**src/rtl/sysmem_arbiter_if.sv**
```systemverilog
// Bundle of the two requester ports (cpu, ld) and the shared BRAM lane bus.
// The arbiter connects through the slave modport; requesters and the memory
// model sit on the master side.
interface sysmem_arbiter_if #(
    parameter int ADDR_W = 10,
    parameter int LANES  = 4
);
    logic                  cpu_valid;
    logic [ADDR_W-1:0]     cpu_addr;
    logic [8*LANES-1:0]    cpu_wdata;
    logic [LANES-1:0]      cpu_wstrb;
    logic                  cpu_ready;
    logic [8*LANES-1:0]    cpu_rdata;

    logic                  ld_valid;
    logic [ADDR_W-1:0]     ld_addr;
    logic [8*LANES-1:0]    ld_wdata;
    logic [LANES-1:0]      ld_wstrb;
    logic                  ld_ready;
    logic [8*LANES-1:0]    ld_rdata;

    logic [ADDR_W-1:0]     mem_addr;
    logic [LANES-1:0]      mem_ce;
    logic [LANES-1:0]      mem_we;
    logic [8*LANES-1:0]    mem_di;
    logic [8*LANES-1:0]    mem_do;

    logic                  grant;

    modport slave (
        input  cpu_valid, cpu_addr, cpu_wdata, cpu_wstrb,
        output cpu_ready, cpu_rdata,
        input  ld_valid, ld_addr, ld_wdata, ld_wstrb,
        output ld_ready, ld_rdata,
        output mem_addr, mem_ce, mem_we, mem_di,
        input  mem_do,
        output grant
    );

    modport master (
        output cpu_valid, cpu_addr, cpu_wdata, cpu_wstrb,
        input  cpu_ready, cpu_rdata,
        output ld_valid, ld_addr, ld_wdata, ld_wstrb,
        input  ld_ready, ld_rdata,
        input  mem_addr, mem_ce, mem_we, mem_di,
        output mem_do,
        input  grant
    );
endinterface

```
**src/rtl/sysmem_arbiter.sv**
```systemverilog
// Two-port round-robin arbiter/sequencer for the system memory built from
// LANES byte-wide single-port BRAMs with unregistered outputs.
// Each access is IDLE -> ISSUE -> RESP: lane controls are registered in IDLE,
// the BRAM samples them at the end of ISSUE, and read data is forwarded
// combinationally from mem_do during RESP alongside the one-cycle ready.
module sysmem_arbiter #(
    parameter int ADDR_W = 10,
    parameter int LANES  = 4
) (
    input  logic               clk,
    input  logic               rst,
    sysmem_arbiter_if.slave    bus
);

    typedef enum logic [1:0] {
        IDLE  = 2'd0,
        ISSUE = 2'd1,
        RESP  = 2'd2
    } state_t;

    state_t               state_q, state_d;
    logic                 grant_q, grant_d;   // 0 = cpu, 1 = ld
    logic                 last_q,  last_d;    // last served port
    logic                 rd_q,    rd_d;      // current access is a read
    logic [ADDR_W-1:0]    addr_q,  addr_d;
    logic [8*LANES-1:0]   di_q,    di_d;
    logic [LANES-1:0]     ce_q,    ce_d;
    logic [LANES-1:0]     we_q,    we_d;

    logic                 any_valid;
    logic                 win;
    logic [ADDR_W-1:0]    sel_addr;
    logic [8*LANES-1:0]   sel_wdata;
    logic [LANES-1:0]     sel_wstrb;
    logic                 cpu_rdy;
    logic                 ld_rdy;

    // Winner: a lone requester wins; on contention the port not served last.
    assign any_valid = bus.cpu_valid | bus.ld_valid;
    assign win       = (bus.cpu_valid && bus.ld_valid) ? ~last_q : bus.ld_valid;
    assign sel_addr  = win ? bus.ld_addr  : bus.cpu_addr;
    assign sel_wdata = win ? bus.ld_wdata : bus.cpu_wdata;
    assign sel_wstrb = win ? bus.ld_wstrb : bus.cpu_wstrb;

    // State and bus registers; reset drops any in-flight access.
    always_ff @(posedge clk) begin
        if (rst) begin
            state_q <= IDLE;
            grant_q <= 1'b0;
            last_q  <= 1'b1;
            rd_q    <= 1'b0;
            addr_q  <= '0;
            di_q    <= '0;
            ce_q    <= '0;
            we_q    <= '0;
        end else begin
            state_q <= state_d;
            grant_q <= grant_d;
            last_q  <= last_d;
            rd_q    <= rd_d;
            addr_q  <= addr_d;
            di_q    <= di_d;
            ce_q    <= ce_d;
            we_q    <= we_d;
        end
    end

    // Next-state and registered lane controls for the access sequence.
    always_comb begin
        state_d = state_q;
        grant_d = grant_q;
        last_d  = last_q;
        rd_d    = rd_q;
        addr_d  = addr_q;
        di_d    = di_q;
        ce_d    = ce_q;
        we_d    = we_q;
        unique case (state_q)
            IDLE: begin
                ce_d = '0;
                we_d = '0;
                if (any_valid) begin
                    state_d = ISSUE;
                    grant_d = win;
                    last_d  = win;
                    addr_d  = sel_addr;
                    di_d    = sel_wdata;
                    if (sel_wstrb == '0) begin
                        rd_d = 1'b1;
                        ce_d = '1;
                        we_d = '0;
                    end else begin
                        rd_d = 1'b0;
                        ce_d = sel_wstrb;
                        we_d = sel_wstrb;
                    end
                end
            end
            ISSUE: begin
                ce_d    = '0;
                we_d    = '0;
                state_d = RESP;
            end
            RESP: begin
                state_d = IDLE;
            end
            default: begin
                state_d = IDLE;
                ce_d    = '0;
                we_d    = '0;
            end
        endcase
    end

    assign cpu_rdy = (state_q == RESP) && !grant_q;
    assign ld_rdy  = (state_q == RESP) &&  grant_q;

    assign bus.cpu_ready = cpu_rdy;
    assign bus.ld_ready  = ld_rdy;
    assign bus.cpu_rdata = (cpu_rdy && rd_q) ? bus.mem_do : '0;
    assign bus.ld_rdata  = (ld_rdy  && rd_q) ? bus.mem_do : '0;

    assign bus.mem_addr  = addr_q;
    assign bus.mem_di    = di_q;
    assign bus.mem_ce    = ce_q;
    assign bus.mem_we    = we_q;
    assign bus.grant     = grant_q;

endmodule

```
**src/flat_wrapper.sv**
```systemverilog
// flat-port wrapper written by rule: the top's interface ports become plain ports
module sysmem_arbiter_flat 
#(
    parameter int ADDR_W = 10,
    parameter int LANES  = 4
)
  (clk, rst, bus_cpu_valid, bus_cpu_addr, bus_cpu_wdata, bus_cpu_wstrb, bus_cpu_ready, bus_cpu_rdata, bus_ld_valid, bus_ld_addr, bus_ld_wdata, bus_ld_wstrb, bus_ld_ready, bus_ld_rdata, bus_mem_addr, bus_mem_ce, bus_mem_we, bus_mem_di, bus_mem_do, bus_grant);
  sysmem_arbiter_if #(.ADDR_W(ADDR_W), .LANES(LANES)) bus_i ();
  input  logic clk;
  input  logic rst;
  input wire logic [$bits(bus_i.cpu_valid)-1:0] bus_cpu_valid;
  input wire logic [$bits(bus_i.cpu_addr)-1:0] bus_cpu_addr;
  input wire logic [$bits(bus_i.cpu_wdata)-1:0] bus_cpu_wdata;
  input wire logic [$bits(bus_i.cpu_wstrb)-1:0] bus_cpu_wstrb;
  output wire logic [$bits(bus_i.cpu_ready)-1:0] bus_cpu_ready;
  output wire logic [$bits(bus_i.cpu_rdata)-1:0] bus_cpu_rdata;
  input wire logic [$bits(bus_i.ld_valid)-1:0] bus_ld_valid;
  input wire logic [$bits(bus_i.ld_addr)-1:0] bus_ld_addr;
  input wire logic [$bits(bus_i.ld_wdata)-1:0] bus_ld_wdata;
  input wire logic [$bits(bus_i.ld_wstrb)-1:0] bus_ld_wstrb;
  output wire logic [$bits(bus_i.ld_ready)-1:0] bus_ld_ready;
  output wire logic [$bits(bus_i.ld_rdata)-1:0] bus_ld_rdata;
  output wire logic [$bits(bus_i.mem_addr)-1:0] bus_mem_addr;
  output wire logic [$bits(bus_i.mem_ce)-1:0] bus_mem_ce;
  output wire logic [$bits(bus_i.mem_we)-1:0] bus_mem_we;
  output wire logic [$bits(bus_i.mem_di)-1:0] bus_mem_di;
  input wire logic [$bits(bus_i.mem_do)-1:0] bus_mem_do;
  output wire logic [$bits(bus_i.grant)-1:0] bus_grant;
  assign bus_i.cpu_valid = bus_cpu_valid;
  assign bus_i.cpu_addr = bus_cpu_addr;
  assign bus_i.cpu_wdata = bus_cpu_wdata;
  assign bus_i.cpu_wstrb = bus_cpu_wstrb;
  assign bus_cpu_ready = bus_i.cpu_ready;
  assign bus_cpu_rdata = bus_i.cpu_rdata;
  assign bus_i.ld_valid = bus_ld_valid;
  assign bus_i.ld_addr = bus_ld_addr;
  assign bus_i.ld_wdata = bus_ld_wdata;
  assign bus_i.ld_wstrb = bus_ld_wstrb;
  assign bus_ld_ready = bus_i.ld_ready;
  assign bus_ld_rdata = bus_i.ld_rdata;
  assign bus_mem_addr = bus_i.mem_addr;
  assign bus_mem_ce = bus_i.mem_ce;
  assign bus_mem_we = bus_i.mem_we;
  assign bus_mem_di = bus_i.mem_di;
  assign bus_i.mem_do = bus_mem_do;
  assign bus_grant = bus_i.grant;
  sysmem_arbiter #(.ADDR_W(ADDR_W), .LANES(LANES)) u_core (.clk(clk), .rst(rst), .bus(bus_i));
endmodule
```
**config.mk**
```make
export PLATFORM = sky130hd
export DESIGN_NAME = sysmem_arbiter_flat
export DESIGN_NICKNAME = d
export VERILOG_FILES = /design/src/rtl/sysmem_arbiter_if.sv /design/src/rtl/sysmem_arbiter.sv /design/src/flat_wrapper.sv
export SDC_FILE = /design/constraint.sdc
export NUM_CORES = 1
export LEC_CHECK = 0
export ABC_AREA = 1
export BUFFER_PORTS_ARGS = -buffer_cell sky130_fd_sc_hd__buf_2
export CORE_AREA = 2 2 95 97
export CTS_CLUSTER_SIZE = 8
export DETAILED_ROUTE_END_ITERATION = 8
export DIE_AREA = 0 0 97 99
export GPL_TIMING_DRIVEN = 1
export PLACE_DENSITY = 0.72
export SLEW_MARGIN = 20
export SYNTH_ARGS = -nofsm -noshare
export SYNTH_HDL_FRONTEND = slang
export SYNTH_SLANG_ARGS = --single-unit
export TNS_END_PERCENT = 100
```
**constraint.sdc**
```tcl
create_clock -name clk -period 1.4 [get_ports clk]
set_clock_uncertainty 0.2 [all_clocks]
set_input_delay 0.28 -clock clk [delete_from_list [all_inputs] [get_ports clk]]
set_output_delay 0.28 -clock clk [all_outputs]
set_load 0.01 [all_outputs]
```
# Word level (Yosys, flattened, before mapping)
# Index checks and enable logic that the tools add are counted.
# classes
reduce_logical	9
bitwise_logic	2
n_mux	15
n_eq_ne	3
# op_table
op	count
$mux 32	3
$mux 4	5
$pmux 4 s2	2
$mux 10	1
$logic_and 1x1->1	5
$logic_not 4->1	1
$pmux 2 s2	1
$eq 2x1->1 const B	1
$eq 2x2->1 const B	1
$logic_not 2->1	1
$mux 1	2
$mux 2	1
$ne 2x1->1 const B	1
$reduce_and 2->1	1
$logic_not 1->1	1
$not 1->1	1
$or 1x1->1	1
# word_totals
inputBits	128
reg_bits	55
out_inout_bits	117

# Depth between registers and ports, before layout
# depth
word_depth	7
mapped_depth	8

# Worst setup path after synthesis
# OpenSTA, ideal clock, no wires.
# synth_timing
path_kind	flip-flop to output port
from	register u_core.state_q[1]
to	output bus_ld_rdata[10]
required_ns	0.920
arrival_time_ns	1.219
path_stages_with_launch	6
setup_slack_ns	-0.299
cell_sequence	dfxtp_1 nand2_1 nor2_1 nand2_1 buf_2 nor2_1
# synth_via
elab_chain_cells	4
# synth_lines
element	line	source
start, declared	sysmem_arbiter.sv:21	state_t state_q, state_d;
start signal, assigned	sysmem_arbiter.sv:57	state_q <= state_d;
$eq 2x2->1	sysmem_arbiter.sv:116	assign ld_rdy = (state_q == RESP) && grant_q;
$logic_and 1x1->1	sysmem_arbiter.sv:116	
net bus_ld_ready	flat_wrapper.sv:21	output wire logic [$bits(bus_i.ld_ready)-1:0] bus_ld_ready;
$logic_and 1x1->1	sysmem_arbiter.sv:121	assign bus.ld_rdata = (ld_rdy && rd_q) ? bus.mem_do : '0;
$mux 32	sysmem_arbiter.sv:121	
end, declared	flat_wrapper.sv:22	output wire logic [$bits(bus_i.ld_rdata)-1:0] bus_ld_rdata;
# The timed path passes the listed nets, and every way through them passes these cells.

# Final worst setup path
# layout_timing
from	register u_core.state_q[0]
to	output bus_ld_rdata[9]
# layout_via
elab_chain_cells	4
# layout_lines
element	line
$eq 2x2->1	sysmem_arbiter.sv:116
$logic_and 1x1->1	sysmem_arbiter.sv:116
$logic_and 1x1->1	sysmem_arbiter.sv:121
$mux 32	sysmem_arbiter.sv:121
# Every way passes these cells.

==> flow_metrics.env <==
export IMPL_netlist_instances=414
export IMPL_clkTransAtPathRegs_ns=0.11
export IMPL_ios=245
export IMPL_grt_pass1_wl_um=19200
export IMPL_crit_top_cell="nor2_4"
export IMPL_slew_headroom_pct=69.1
export IMPL_synth_seq_area_share_pct=40.7
export IMPL_ys_warn_count=0
export IMPL_grt_max_degree=43
export IMPL_cts_made_buffers=5
export IMPL_fin_crit_sh_pct=140
export IMPL_hold_viol=0
export IMPL_cp_required_ns=0.92
export IMPL_drive_gt1_share_pct=63.9
export IMPL_cp_start_kind="register"
export IMPL_clockBufferDepth=2
export IMPL_yosysTopAreaCell="dfxtp_1"
export IMPL_fmax_mhz=509
export IMPL_die_width_um=97
export IMPL_synth_cell_type_count=18
export IMPL_routed_top_layer="met4"
export IMPL_antenna_left=0
export IMPL_cts_root_buffer="clkbuf_8"
export IMPL_core_area_um2=8550
export IMPL_worst_slew_pin_slew_ns=0.462
export IMPL_wl_met3_um=964
export IMPL_grt_overflow_total=0
export IMPL_diodes=0
export IMPL_status="complete, but fails checks"
export IMPL_cts_max_level=2
export IMPL_synthesis_nets=542
export IMPL_clock_latency_ns=0.32
export IMPL_report_final_slew_viol_count=0
export IMPL_via_per_inst=4.90
export IMPL_num_rows=34
export IMPL_yosysTopAreaCellShare_pct=40.7
export IMPL_syn2layout_area_growth_pct=127
export IMPL_met2_length_um=6910
export IMPL_synthesis_area_um2=2710
export IMPL_grt_antenna_before_repair=0
export IMPL_first_iter_violations=102
export IMPL_place_ws_ns=-0.248
export IMPL_cp_end_kind="output port"
export IMPL_maxCapViolCount=0
export IMPL_avgSynthCellArea_um2=6.54
export IMPL_cts_sinks=55
export IMPL_fin_cells=820
export IMPL_worst_path_largest_cell_delay_ns=0.35
export IMPL_setup_viol=121
export IMPL_synth_area_leaders="dfxtp_1 41%, nand2_1 15%, nor2_1 9.8%"
export IMPL_violations="negative setup slack"
export IMPL_cellPowerDensity_nw_per_um2=744
export IMPL_cts_tree="done"
export IMPL_finalWirelength_um=12800
export IMPL_path_class="register to output port"
export IMPL_leakagePower_nw=3.03
export IMPL_firstDrtPassIters=4
export IMPL_dieArea_um2=9600
export IMPL_grt_pass1_vias=3981
export IMPL_grt_total_usage_pct=24.4
export IMPL_dp_hpwl_um=7850
export IMPL_min_period_ns=1.96
export IMPL_place_gp_congestion=0.900
export IMPL_io_buffers=244
export IMPL_nFillCells=607
export IMPL_wire_per_inst_um=15.6
export IMPL_irDropWorstVdd_uv=473
export IMPL_crit_fanout=9
export IMPL_dieHeight_um=99
export IMPL_slowest_stage="dfxtp_2"
export IMPL_remaining_drc_errors=0
export IMPL_worst_slack_ns=-0.565
export IMPL_met1_length_um=4540
export IMPL_hold_class="input pin to register"
export IMPL_rsz0062_at_grt="yes"
export IMPL_placed_cells=772
export IMPL_vias=4020
export IMPL_cp_arrival_ns=1.48
export IMPL_fin_nets=839
export IMPL_setup_tns_ns=-54.43
export IMPL_utilization_pct=71.9
export IMPL_ys_ff_latch=55
export IMPL_worstPathCellList="inv_2 -> nand2_4 -> nor2_4 -> nand2_8 -> buf_12 -> nor2_4 -> buf_6"
export IMPL_start_util_pct=31.7
-- synthesized netlist by cell type, drive strengths merged --
cell,instances
nor2,71
dfxtp,55
a21boi,1
clkinv,1
buf,20
nor3,2
a21oi,13
clkbuf,10
a31oi,42
nand2,111
inv,37
nand3,6
o21ai,45
-- final timing paths --
path	depth (start not counted)	slack, ns	endpoint	startpoint
setup / recovery	7	-0.56	bus_ld_rdata[9]	u_core.state_q[0]$_SDFFE_PP0P_
hold / removal	3	0.006	u_core.bus.mem_di[17]$_SDFFE_PP0P_	bus_ld_wdata[17]
setup reg to reg	9	-0.44	u_core.bus.mem_di[31]$_SDFFE_PP0P_	u_core.state_q[1]$_SDFFE_PP0P_
hold reg to reg	2	0.27	u_core.bus.mem_we[2]$_SDFFE_PP0P_	u_core.bus.mem_we[2]$_SDFFE_PP0P_
-- sequential cells by signal (all words and copies together) (netlist names) --
| name | cells |
|---|---|
| u_core.bus.mem_di | 32 |
| u_core.bus.mem_addr | 10 |
| u_core.bus.mem_ce | 4 |
| u_core.bus.mem_we | 4 |
| u_core.state_q | 2 |
| u_core.bus.grant | 1 |
| u_core.last_q | 1 |
| u_core.rd_q | 1 |
-- cell type report --
| type | count | area [um^2] | share of cell area [%] |
|---|---|---|---|
| inverter | 38 | 143 | 2.32 |
| sequential | 55 | 1110 | 18.1 |
| multi-input combinational | 291 | 2030 | 33.1 |
| clock inverter | 2 | 18.8 | 0.305 |
| clock buffer | 6 | 82.6 | 1.34 |
| timing repair buffer | 320 | 2620 | 42.7 |
| tap | 108 | 135 | 2.20 |
-- metal layers --
| layer | GRT usage [%] | up-vias |
|---|---|---|
| met3 | 5.25 | 26 |
| met1 | 26.3 | 1842 |
| li1 | - | 1933 |
| met2 | 46.2 | 219 |
| met5 | 0 | - |
| met4 | 10.1 | 0 |
-- cell families (layout without fill, tap and decap cells) --
logic type | after synthesis | count (layout) | synth area share [%]
AOI/OAI and AO/OA | 101 | 101 | 20.7
buffers and inverters | 68 | 366 | 11.3
DFF | 55 | 55 | 40.7
and+or+nand+nor | 190 | 190 | 27.3
-- critical path: cells and delay by family (launching register included) --
kind                   cells  cell delay (ns)
AND/OR/NAND/NOR            4             0.44
buffers and inverters      3             0.37
flip-flops                 1             0.35
-- through the flow --
stage               power [mW]  hold WS [ns]  instance area (um^2)
floorplan                 2.45         0.231                  3170
global placement          2.97         0.252                  4660
detailed placement        2.99         0.251                  4660
CTS                       4.56      0.000463                  5880
global route              4.81      -0.00670                  6150
finish                    4.57       0.00584                  6150
-- timing repair --
| item | 4_1_cts | 5_1_grt |
|---|---|---|
| setup buffers | 25 | 11 |
| gates cloned | 13 | 4 |
| hold buffers | 3 | 0 |
| pin swaps | 9 | 18 |
| resized for setup | 136 | 93 |
| endpoints found under the setup margin | 115 | 121 |
| endpoints found under the hold margin | 3 | 0 |
-- cell usage in the layout, fill, tap and decap left out, types with 2 or more instances in the layout --
| cell | netlist | final |
|---|---|---|
| nor2_1 | 71 | 4 |
| nand2_1 | 111 | 100 |
| buf_6 | 4 | 82 |
| nand2_4 | 0 | 6 |
| nor2_2 | 0 | 8 |
| buf_12 | 0 | 14 |
| dlygate4sd3_1 | 0 | 3 |
| dfxtp_2 | 0 | 2 |
| a31oi_1 | 42 | 40 |
| nor2_4 | 0 | 59 |
| o21ai_1 | 7 | 9 |
| a21oi_2 | 0 | 9 |
| clkbuf_16 | 0 | 3 |
| inv_1 | 37 | 36 |
| dfxtp_4 | 0 | 2 |
| buf_4 | 0 | 22 |
| clkbuf_8 | 0 | 6 |
| nand3_1 | 5 | 4 |
| o21ai_2 | 0 | 31 |
| o21ai_0 | 38 | 4 |
| nand2_2 | 0 | 4 |
| dfxtp_1 | 55 | 51 |
| a21oi_1 | 13 | 4 |
| buf_16 | 0 | 7 |
| buf_2 | 16 | 188 |
-- power breakdown --
| part | leakage [nW] | switching, mW | internal, mW | total, mW |
|---|---|---|---|---|
| Sequential | 0.458 | 0.124 | 1.74 | 1.86 |
| Combinational | 2.52 | 0.852 | 0.858 | 1.71 |
| Clock | 0.0493 | 0.586 | 0.416 | 1.00 |
(Power assumes the default switching activity.)
